==> config.mk <==
export PLATFORM = sky130hd
export DESIGN_NAME = alu_bist_driver
export DESIGN_NICKNAME = d
export VERILOG_FILES = /design/src/rtl/alu_bist_pkg.sv /design/src/rtl/lfsr64_galois.sv /design/src/rtl/alu_bist_driver.sv
export SDC_FILE = /design/constraint.sdc
export NUM_CORES = 1
export LEC_CHECK = 0
export ABC_AREA = 0
export BUFFER_PORTS_ARGS = -buffer_cell sky130_fd_sc_hd__clkbuf_2
export CAP_MARGIN = 0
export CORE_UTILIZATION = 35
export DETAILED_ROUTE_END_ITERATION = 10
export GPL_TIMING_DRIVEN = 0
export HOLD_SLACK_MARGIN = 0.05
export PLACE_DENSITY = 0.56
export SETUP_SLACK_MARGIN = 0.15
export SLEW_MARGIN = 20
export SYNTH_ARGS = -nofsm -noshare
export SYNTH_HDL_FRONTEND = slang
export SYNTH_SLANG_ARGS = --single-unit
==> constraint.sdc <==
create_clock -name clk -period 30.8 [get_ports clk]
set_input_delay 1.54 -clock clk [delete_from_list [all_inputs] [get_ports clk]]
set_output_delay 1.54 -clock clk [all_outputs]
set_load 0.02 [all_outputs]
==> src/rtl/alu_bist_pkg.sv <==
// Shared definitions for the ALU BIST driver: opcode encodings, rotation table,
// polynomial constant and sequencer state type.
package alu_bist_pkg;

   localparam logic [3:0] OP_AND = 4'b0000;
   localparam logic [3:0] OP_OR  = 4'b0001;
   localparam logic [3:0] OP_ADD = 4'b0010;
   localparam logic [3:0] OP_SUB = 4'b0110;
   localparam logic [3:0] OP_SLT = 4'b0111;
   localparam logic [3:0] OP_NOR = 4'b1100;

   localparam int unsigned NUM_OPS = 6;

   // Entry 0 is the rightmost element, so the rotation starts at AND.
   localparam logic [NUM_OPS-1:0][3:0] OP_TABLE = {OP_NOR, OP_SLT, OP_SUB,
                                                   OP_ADD, OP_OR, OP_AND};

   localparam logic [63:0] POLY64 = 64'h1B;

   typedef enum logic [2:0] {
      StIdle,
      StSeed,
      StRun,
      StDrain,
      StDone
   } state_e;

   // One Galois step of x^64+x^4+x^3+x+1; shared by the LFSRs and the MISR.
   function automatic logic [63:0] poly_step(input logic [63:0] v);
      return (v << 1) ^ (v[63] ? POLY64 : 64'h0);
   endfunction

endpackage

==> src/rtl/lfsr64_galois.sv <==
// 64-bit Galois LFSR with synchronous seed load and an advance enable.
module lfsr64_galois
   import alu_bist_pkg::*;
#(
   parameter logic [63:0] RESET_VAL = 64'h1
) (
   input  logic        clk,
   input  logic        rst,
   input  logic        load,
   input  logic [63:0] seed,
   input  logic        advance,
   output logic [63:0] value
);

   logic [63:0] value_q, value_d;

   always_comb begin
      value_d = value_q;
      if (load) begin
         value_d = seed;
      end else if (advance) begin
         value_d = poly_step(value_q);
      end
   end

   always_ff @(posedge clk or posedge rst) begin
      if (rst) begin
         value_q <= RESET_VAL;
      end else begin
         value_q <= value_d;
      end
   end

   assign value = value_q;

endmodule

==> src/rtl/alu_bist_driver.sv <==
// BIST sequencer for the 64-bit ALU: drives LFSR operands with a rotating opcode,
// compacts the responses into a MISR and compares it against a golden signature.
module alu_bist_driver
   import alu_bist_pkg::*;
#(
   parameter int unsigned WIDTH       = 64,
   parameter int unsigned NUM_VECTORS = 256,
   parameter logic [63:0] SEED_A      = 64'h0000_0000_0000_0001,
   parameter logic [63:0] SEED_B      = 64'hDEAD_BEEF_CAFE_F00D
) (
   input  logic             clk,
   input  logic             rst,
   input  logic             start,
   input  logic [WIDTH-1:0] golden_sig,
   output logic [WIDTH-1:0] A,
   output logic [WIDTH-1:0] B,
   output logic [3:0]       OP,
   input  logic [WIDTH-1:0] O,
   input  logic             Ovf,
   input  logic             Zero,
   output logic             busy,
   output logic             done,
   output logic             pass,
   output logic [WIDTH-1:0] signature,
   output logic [15:0]      vec_count
);

   localparam logic [15:0] LastVec = 16'(NUM_VECTORS - 1);

   state_e      state_q, state_d;
   logic [63:0] a_q, a_d, b_q, b_d, sig_q, sig_d;
   logic [3:0]  op_q, op_d;
   logic [2:0]  op_idx_q, op_idx_d;
   logic [15:0] cnt_q, cnt_d;
   logic        pass_q, pass_d;

   logic        lfsr_load, lfsr_adv;
   logic [63:0] lfsr_a, lfsr_b;

   assign lfsr_load = (state_q == StSeed);
   assign lfsr_adv  = (state_q == StRun);

   lfsr64_galois #(
      .RESET_VAL (SEED_A)
   ) u_lfsr_a (
      .clk     (clk),
      .rst     (rst),
      .load    (lfsr_load),
      .seed    (SEED_A),
      .advance (lfsr_adv),
      .value   (lfsr_a)
   );

   lfsr64_galois #(
      .RESET_VAL (SEED_B)
   ) u_lfsr_b (
      .clk     (clk),
      .rst     (rst),
      .load    (lfsr_load),
      .seed    (SEED_B),
      .advance (lfsr_adv),
      .value   (lfsr_b)
   );

   always_comb begin
      state_d  = state_q;
      a_d      = a_q;
      b_d      = b_q;
      op_d     = op_q;
      op_idx_d = op_idx_q;
      sig_d    = sig_q;
      cnt_d    = cnt_q;
      pass_d   = pass_q;
      unique case (state_q)
         StIdle: begin
            if (start) state_d = StSeed;
         end
         StSeed: begin
            a_d      = SEED_A;
            b_d      = SEED_B;
            op_idx_d = 3'd0;
            op_d     = OP_TABLE[0];
            sig_d    = 64'h0;
            cnt_d    = 16'h0;
            pass_d   = 1'b0;
            state_d  = StRun;
         end
         StRun: begin
            // Capture the response to the vector on A/B/OP while driving the next one.
            sig_d    = poly_step(sig_q) ^ O ^ {62'b0, Ovf, Zero};
            a_d      = poly_step(lfsr_a);
            b_d      = poly_step(lfsr_b);
            op_idx_d = (op_idx_q == 3'(NUM_OPS - 1)) ? 3'd0 : 3'(op_idx_q + 3'd1);
            op_d     = OP_TABLE[op_idx_d];
            cnt_d    = 16'(cnt_q + 16'd1);
            if (cnt_q == LastVec) begin
               state_d = StDone;
               pass_d  = (sig_d == golden_sig);
            end
         end
         StDone: begin
            if (start) state_d = StSeed;
         end
         default: state_d = StIdle;
      endcase
   end

   always_ff @(posedge clk or posedge rst) begin
      if (rst) begin
         state_q  <= StIdle;
         a_q      <= 64'h0;
         b_q      <= 64'h0;
         op_q     <= 4'h0;
         op_idx_q <= 3'd0;
         sig_q    <= 64'h0;
         cnt_q    <= 16'h0;
         pass_q   <= 1'b0;
      end else begin
         state_q  <= state_d;
         a_q      <= a_d;
         b_q      <= b_d;
         op_q     <= op_d;
         op_idx_q <= op_idx_d;
         sig_q    <= sig_d;
         cnt_q    <= cnt_d;
         pass_q   <= pass_d;
      end
   end

   assign A         = a_q;
   assign B         = b_q;
   assign OP        = op_q;
   assign signature = sig_q;
   assign vec_count = cnt_q;
   assign busy      = (state_q == StSeed) || (state_q == StRun) || (state_q == StDrain);
   assign done      = (state_q == StDone);
   assign pass      = pass_q;

endmodule

==> results of run 1 <==
through the flow:
step | utilization, % | total power [mW]
floorplan | - | 1.23
global placement | 41.9 | 1.54
detailed placement | 42.1 | 1.55
CTS | 45.3 | 2.02
global route | 45.4 | 2.11
finish | 45.4 | 1.99
worst min path at each step:
| stage | endpoint | slack (ns) | depth (start not counted) |
|---|---|---|---|
| 3_5_place_dp | OP[0] | 0.47 | 2 |
| 2_1_floorplan | u_lfsr_a.value[3] | 0.47 | 1 |
| 4_1_cts | OP[0] | 0.48 | 2 |
| 5_1_grt | B[43] | 0.50 | 1 |
| 3_3_place_gp | B[4] | 0.46 | 1 |
| 6_report | OP[0] | 0.48 | 2 |
kinds of logic (layout without fill, tap and decap cells):
family                   count (synthesis)  in the layout  synth area share, %
multiplexers                             8              8                0.586
flip-flops                             347            347                 63.0
adder cells (fa/ha/maj)                  1              1               0.0902
other                                    0              1                    0
AND/OR/NAND/NOR                        121            121                 4.30
buffers and inverters                   85            505                 2.73
XOR/XNOR                               119            119                 7.61
AO/OA/AOI/OAI                          370            370                 21.7
metal layers:
metal  routed length, um  vias up  global-route usage, %
met5                   0        -                      0
met1               19100     5242                   28.4
met4                1230        0                   7.09
met3                3180       55                   5.89
met2               20800      332                   35.2
li1                    -     4722                      -
sequential cells by signal, summed over array words and instances, names as in the netlist:
register	flops
u_lfsr_b.value	64
OP	4
vec_count	16
state_q	3
u_lfsr_a.value	64
signature	64
B	64
A	64
op_idx_q	3
pass	1
Yosys cell counts (3+ instances only):
cell / number / area, um^2
o2bb2ai_1: 6 / 52.6
a211oi_1: 3 / 22.5
buf_2: 38 / 190
a22o_1: 192 / 1680
a21oi_1: 3 / 15.0
inv_1: 6 / 22.5
nor2_1: 16 / 60.1
o21ai_0: 46 / 230
clkbuf_1: 24 / 90.1
o22a_1: 84 / 736
a221oi_1: 3 / 26.3
dfrtp_1: 304 / 7610
buf_1: 14 / 52.6
xor2_1: 43 / 377
nand3_1: 10 / 50.1
o21a_1: 3 / 22.5
o31ai_1: 5 / 37.5
nand4_1: 12 / 75.1
and2_1: 3 / 18.8
nand2_1: 55 / 206
mux2i_1: 7 / 70.1
a21o_1: 11 / 82.6
dfstp_2: 43 / 1130
o22ai_1: 6 / 37.5
nor4_1: 7 / 43.8
nor3_1: 4 / 20.0
xnor2_1: 75 / 657
power breakdown:
group          internal [mW]  total [mW]  leakage (nW)  switching [mW]
clock network          0.275       0.463         0.611           0.188
registers              0.615       0.733          4.37           0.118
logic                  0.285       0.794          3.44           0.509
critical path, delay by kind of cell, from the launching register on:
kind	cells	cell delay [ns]
DFF	1	0.36
buffers and inverters	2	0.32
and+or+nand+nor	2	0.33
cell type report:
class	instances	area, um^2	area share, %
Sequential cell	347	8740	49.6
Multi-Input combinational cell	619	4750	27.0
Timing Repair Buffer	350	1820	10.3
Clock buffer	64	1160	6.59
Tap cell	518	648	3.68
Buffer	79	357	2.03
Clock inverter	6	98.8	0.561
Inverter	6	30.0	0.171
Antenna cell	1	2.50	0.0142
==> metrics.csv, run 1 <==
metric,value,unit
Clock transition at path regs,0.06,ns
detailed placer's ending HPWL,32700,um
final hold slack,0.482,ns
via-per-instance ratio,5.20,
max-cap check violation count,0,
die area,40400,um^2
largest net degree at the start of global routing,108,
starting density of the core,35.7,%
antenna-violating nets left,0,
Routed WL,44300,um
Yosys reg bits,347,
Die X,201,um
CP startpoint kind,flip-flop,
row cnt,72,
fin. max-slew vios,0,
VDD IR max,0.0615,mV
crit-path max FO,9,
"Arr. time, crit path",1.53,ns
final instance area,17600,um^2
pre-CTS setup slack,27.33,ns
vias,10400,
Crit. End Element,primary output,
placer congestion estimate,0.926,
TNS Setup,0,ns
initial drt markers,702,
"Async S/R FF share, synth",100,%
Synth cell types,51,
Buffers on Ports,347,
origin of the worst min-delay path,OP[0],
maximum clock insertion buffer count,3,
total placed cells including tap cells,1919,
"EDFF count, synth",0,
Pleak,8.42,nW
vias in the first global route,10600,
"most common cell after layout, fill and taps aside",clkbuf_2,
global-route wire length before repair,67700,um
status,finished clean,
register area share after synthesis,63.0,%
Crit Reg-Reg Startpoint,state_q[2],
post-CTS resize count,0,
final setup margin,27.73,ns
H-tree levels,2,
cts bufs inserted,39,
Critical Path End,done,
CTS tree,done,
"Hold-fix buffers, CTS",0,
crit-path max cell delay,0.36,ns
CP Launch Point,state_q[0],
FF-to-FF End,signature[17],
fin crit share,9.97,%
synthesized instance count,1051,
Post-CTS Setup Bufs,0,
"Hold Violations, Final",0,
Fill cells,3668,
worst min path class,flip-flop to flip-flop,
die height,201,um
post-route insts no fill,1990,
YS warnings,0,
most frequent cells in the layout,"clkbuf_2 (348), dfrtp_1 (304), a22o_1 (192), o22a_1 (84), xnor2_1 (75)",
# IOs,348,
"Data required, critical path",29.26,ns
Area after DPL,16300,um^2
WS Path Type,flip-flop to primary output,
Slew HR,48.5,%
DRC violations left,0,
FF-to-FF path depth,6,
GR Util All Layers,21.8,%
Synth-to-Final Area Change,26.9,%
Worst R2R Setup Slack,28.35,ns
clk_lat worst skew,0.53,ns
Setup Viol. Count Final,0,
Core Box Area,38800,um^2
Clock Skews,0.0116,ns
layout cells sized above 1,33.7,%
RSZ-0062 raised after global routing,no,
Period minus WS final,3.07,ns
Main synth FF type,dfrtp_1,
Syn Nets,1185,
CTS root buffer,clkbuf_16,
GR Overflow Total,0,
critical path cell sequence,buf_4 > nor2_1 > and2_1 > clkbuf_2,
PwrDens,113,nW/um^2
DR WL/cell,22.2,um
Avg Synthesized Cell Area,13.2,um^2
initial antenna violation count,1,
crit path max-delay cell type,dfrtp_1,
final net count,1576,
Synth Cell Area,13900,um^2
# clock sinks,347,
fmax,326,MHz
Worst-Margin Slew,0.773,ns
total iterations of the first detailed-routing run,4,
No activity file was read; power rests on OpenSTA's default activity.
==> inputs of run 2 (changes only) <==
ABC_AREA = 1   (was 0)
PLACE_DENSITY = 0.58   (was 0.56)
clock period = 2.46 ns   (was 30.8 ns; I/O delays follow)
==> metrics.csv, run 2 <==
metric,value,unit
largest net degree at the start of global routing,36,
fmax,493,MHz
total iterations of the first detailed-routing run,5,
Routed WL,47300,um
Post-synth top cells,"nand2_1 (484), dfrtp_1 (304), nor2_1 (257)",
Syn Nets,1930,
starting density of the core,35.7,%
max-cap check violation count,0,
Clock Power Share,25.1,%
FF-to-FF End,pass,
most frequent cells in the layout,"nand2_1 (484), clkbuf_2 (347), dfrtp_1 (303), nor2_1 (257), inv_1 (252)",
Synth-to-Final Area Change,30.7,%
diodes inserted,0,
Worst Hold Depth,6,
Synth Cell Area,15100,um^2
Clock transition at path regs,0.06,ns
Avg Synthesized Cell Area,8.40,um^2
Core Box Area,42200,um^2
RSZ-0062 raised after global routing,no,
CTS tree,done,
CP startpoint kind,flip-flop,
detailed placer's ending HPWL,35500,um
cts bufs inserted,39,
crit path max-delay cell type,dlygate4sd3_1,
Psw,9.77,mW
Die X,210,um
die area,43900,um^2
vias in the first global route,13100,
WS Path Type,flip-flop to flip-flop,
Crit. End Element,flip-flop,
Crit Reg-Reg Startpoint,signature[63],
Cell Int Power,13.6,mW
CTS root buffer,clkbuf_16,
"area leader, netlist",dfrtp_1,
post-synth top area share,50.4,%
# clock sinks,347,
final setup margin,0.433,ns
register area,8740,um^2
H-tree levels,2,
"Async S/R FF share, synth",100,%
switching part of the total,41.8,%
Worst R2R Setup Slack,0.43,ns
Slew HR,36.2,%
fin crit share,82.4,%
crit-path max FO,7,
worst min path class,primary input to flip-flop,
row cnt,75,
GR Overflow Total,0,
Worst-Margin Slew,0.957,ns
Hold Path End,signature[1],
DR WL/cell,16.7,um
fin. max-slew vios,0,
Area contributors post-synth,"dfrtp_1 (50%), nand2_1 (12%), dfstp_2 (7.5%)",
Multi-input gate area,5060,um^2
status,finished clean,
TNS Setup,0,ns
Tot Pwr,23.4,mW
placer congestion estimate,0.905,
via-per-instance ratio,4.70,
Post-CTS Setup Bufs,0,
GR Util All Layers,21.5,%
layout cells sized above 1,22.6,%
FF-to-FF path depth,11,
Synth cell types,33,
die height,210,um
Period minus WS final,2.03,ns
Setup Viol. Count Final,0,
"EDFF count, synth",0,
register area share after synthesis,57.9,%
"most common cell after layout, fill and taps aside",nand2_1,
origin of the worst min-delay path,Ovf,
clk_lat worst skew,0.56,ns
Main synth FF type,dfrtp_1,
"Data required, critical path",2.90,ns
most frequent cell after synthesis,nand2_1,
critical path cell sequence,inv_1 > nand2_1 > nand3_1 > nand2_1 > o21ai_0 > inv_1 > nand3_1 > nor2_1 > dlygate4sd3_1 > nand3_1 > nand2_1,
antenna-violating nets left,0,
Logic pwr share,39.1,%
DRC violations left,0,
vias,13300,
initial antenna violation count,0,
Reg power frac,35.8,%
initial drt markers,865,
global-route wire length before repair,73000,um
"Arr. time, crit path",2.47,ns
Fill cells,4142,
synthesized instance count,1796,
maximum clock insertion buffer count,3,
crit-path max cell delay,0.55,ns
Final Util,46.7,%
Clock Skews,0.0124,ns
PwrDens,1190,nW/um^2
Buffers on Ports,347,
Yosys reg bits,347,
final net count,2397,
Pleak,10.2,nW
pre-CTS setup slack,0.359,ns
VDD IR max,0.614,mV
# IOs,348,
YS warnings,0,
"Hold Violations, Final",0,
run 2: cell types whose count changed after synthesis, sizes merged, moves of 29 or more:
| cell | before | now |
|---|---|---|
| o21ai | 47 | 130 |
| xor2 | 43 | 6 |
| o22a | 84 | 0 |
| nand3b | 0 | 45 |
| o22ai | 6 | 125 |
| nor2 | 17 | 259 |
| xnor2 | 75 | 2 |
| nand2 | 56 | 485 |
| a22o | 192 | 1 |
| nand3 | 10 | 39 |
| inv | 6 | 255 |
run 2: layout make-up:
type	instances	area share [%]
Buffer	69	1.69
Clock buffer	63	6.17
Clock inverter	8	0.419
Inverter	255	4.87
Multi-Input combinational cell	1125	25.7
Sequential cell	347	44.3
Tap cell	539	3.42
Timing Repair Buffer	426	13.5
run 2: power groups by stage:
stage | Sequential (mW) | Combinational (mW) | Clock, mW
5_1_grt | 8.56 | 10.2 | 6.23
4_1_cts | 8.37 | 9.33 | 6.03
3_5_place_dp | 8.45 | 9.21 | 0
6_report | 8.37 | 9.16 | 5.87
3_3_place_gp | 8.41 | 9.02 | 0
2_1_floorplan | 9.37 | 4.73 | 0
run 2: what timing repair did:
item,in CTS,in global routing
hold buffers,67,0
endpoints found under the setup margin,0,1
hold endpoints to repair,133,0
gates resized for setup,0,1
run 2: metrics by stage:
step | hold slack, ns | std cells | cell area (um^2)
6_report | 0.0808 | 2832 | 19700
5_1_grt | 0.137 | 2832 | 19700
4_1_cts | 0.0613 | 2832 | 19700
3_5_place_dp | 0.150 | 2694 | 17800
3_3_place_gp | 0.460 | 2682 | 17500
2_1_floorplan | 0.338 | 1796 | 15100
run 2: kinds of logic (layout without fill, tap and decap cells):
family          Yosys count  after routing  synth area share, %
flops                   347            347                 57.9
simple gates            832            832                 22.4
mux                       1              1               0.0746
xor+xnor                  8              8                0.464
buf+inv                 324            821                 8.56
fa+ha+maj                 1              1               0.0829
compound gates          283            283                 10.5
run 2: critical path, delay by kind of cell (launching register included):
family / cells / cell delay [ns]
AOI/OAI and AO/OA: 1 / 0.24
buffers and inverters: 3 / 0.74
DFF: 1 / 0.45
and+or+nand+nor: 7 / 0.49
run 2: worst max-delay path by stage:
stage	start	to	slack [ns]	depth (start not counted)
finish	signature[63]	pass	0.43	11
floorplan	rst	A[0]	-2.27	1
global route	signature[63]	pass	0.19	11
global placement	rst	B[50]	-4.58	2
detailed placement	state_q[2]	B[61]	0.36	5
CTS	signature[63]	pass	0.35	12
run 2: per-layer routing:
metal	global-route usage, %	wire length [um]	vias up
li1	-	-	6627
met1	27.7	20900	6242
met2	35.7	22100	362
met3	4.67	2730	85
met4	7.78	1610	0
met5	0	0	-
==> inputs of run 3 (changes only) <==
ABC_AREA = 0   (was 1)
PLACE_DENSITY = 0.59   (was 0.58)
clock period = 1.75 ns   (was 2.46 ns; I/O delays follow)
==> metrics.csv, run 3 (same netlist as run 1, synthesis figures left out) <==
metric,value,unit
Worst Hold Depth,6,
FF-to-FF path depth,6,
initial antenna violation count,0,
Crit path top cell by count,xnor2_1,
most frequent cells in the layout,"clkbuf_2 (358), dfrtp_1 (294), a22o_1 (192), dlygate4sd3_1 (85), o22a_1 (84)",
RSZ-0062 raised after global routing,yes,
CP startpoint kind,flip-flop,
Area after DPL,16500,um^2
Tot Pwr,43.7,mW
"CP delay by family, top",simple AND/OR/NAND/NOR gates,
# clock sinks,347,
antenna-violating nets left,0,
Synth-to-Final Area Change,56.1,%
Slew HR,54.3,%
Routed WL,50300,um
row cnt,72,
crit-path max FO,3,
DR WL/cell,23.1,um
Buffers on Ports,347,
crit path max-delay cell type,or4_4,
"Data required, critical path",2.23,ns
maximum clock insertion buffer count,3,
diodes inserted,0,
initial drt markers,681,
TNS Setup,-10.75,ns
CP Launch Point,signature[45],
detailed placer's ending HPWL,33000,um
fin. max-slew vios,0,
Crit Reg-Reg Startpoint,signature[45],
H-tree levels,2,
via-per-instance ratio,5.23,
PwrDens,2020,nW/um^2
Die X,201,um
layout cells sized above 1,46.5,%
CTS root buffer,clkbuf_16,
Clock transition at path regs,0.06,ns
Clock Skews,0.0156,ns
largest net degree at the start of global routing,36,
final instance area,21600,um^2
die area,40400,um^2
total iterations of the first detailed-routing run,8,
placer congestion estimate,0.896,
VDD IR max,1.14,mV
clk_lat worst skew,0.56,ns
crit-path max cell delay,0.54,ns
CP Buf/Inv Count,0,
Worst-Margin Slew,0.681,ns
Crit. End Element,flip-flop,
violated checks,setup timing,
# IOs,348,
Hold Path End,pass,
"Arr. time, crit path",2.35,ns
critical path cell sequence,xnor2_1 > xnor2_1 > or4_4 > nor3_2 > nand4_1 > o2bb2ai_2,
final setup margin,-0.126,ns
GR Util All Layers,22.8,%
starting density of the core,35.7,%
fin crit share,107,%
DRC violations left,0,
worst min path class,primary input to flip-flop,
Stages on worst setup path,6,
pre-CTS setup slack,-0.745,ns
"Hold Violations, Final",0,
status,"complete, but fails checks",
die height,201,um
final hold slack,0.0817,ns
origin of the worst min-delay path,golden_sig[2],
global-route wire length before repair,70600,um
max-cap check violation count,0,
Fill cells,3221,
WS Path Type,flip-flop to flip-flop,
CTS tree,done,
GR Overflow Total,0,
final net count,1760,
Pleak,10.3,nW
FF-to-FF End,pass,
fmax,533,MHz
vias,11400,
Core Box Area,38800,um^2
Worst R2R Setup Slack,-0.13,ns
"most common cell after layout, fill and taps aside",clkbuf_2,
Period minus WS final,1.88,ns
cts bufs inserted,39,
Setup Viol. Count Final,236,
vias in the first global route,11400,
==> run 3: cell count changes in the layout (fill, tap and decap cells not counted), sizes merged, moves of 29 or more <==
cell    before  now
buf         60  124
nand2      485   56
o22a         0   84
a22o         1  192
clkbuf     431  463
nand3b      45    0
xor2         6   43
inv        255    6
o22ai      125    6
o21ai      130   47
nand3       39   10
nor2       259   17
xnor2        2   75
==> run 3: stage by stage <==
step                util, %  std cells
floorplan                 -       1051
global placement       42.0       1916
detailed placement     42.6       1927
CTS                    50.3       2104
global route           55.7       2174
finish                 55.7       2174
==> run 3: worst max-delay path by stage <==
stage / endpoint / slack, ns
5_1_grt: pass / -0.22
6_report: pass / -0.13
3_3_place_gp: A[33] / -5.13
3_5_place_dp: B[28] / -0.75
2_1_floorplan: A[0] / -2.95
4_1_cts: pass / -0.1
==> run 3: worst register-to-register path: cells and delay by family (launching register included) <==
family	cells	cell delay [ns]
flops	1	0.43
compound gates	1	0.16
simple gates	3	0.83
xor+xnor	2	0.38
==> run 3: cell type report <==
cell class | instances | area (um^2) | area share (%)
flip-flops and latches | 347 | 8750 | 40.4
multi-input cells | 619 | 5530 | 25.6
repair buffers | 533 | 4340 | 20.0
clock buffers | 60 | 1210 | 5.57
plain buffers | 79 | 993 | 4.59
well taps | 518 | 648 | 2.99
clock inverters | 11 | 145 | 0.671
inverters | 6 | 26.3 | 0.121
repair inverters | 1 | 5.00 | 0.0231
==> run 3: metal layers <==
metal | vias to the layer above | track usage [%] | wire [um]
met1 | 5785 | 29.2 | 21000
met3 | 73 | 5.49 | 3090
met4 | 0 | 8.10 | 1540
li1 | 5122 | - | -
met2 | 396 | 37.6 | 24600
met5 | - | 0 | 0
==> run 3: power breakdown <==
part / switching [mW] / total (mW) / internal (mW) / leakage, nW
clock network: 3.39 / 8.59 / 5.20 / 0.672
logic: 11.2 / 22.0 / 10.8 / 5.31
registers: 2.30 / 13.1 / 10.8 / 4.36
total: 16.9 / 43.7 / 26.9 / 10.3
==> run 3: repair_timing <==
item                                    4_1_cts  5_1_grt
resized for setup                           143      279
hold buffers                                 85        0
endpoints found under the hold margin       161        0
endpoints found under the setup margin      343      377
buffers inserted                             21       26
gates cloned                                  0       44
pin swaps                                    20       63
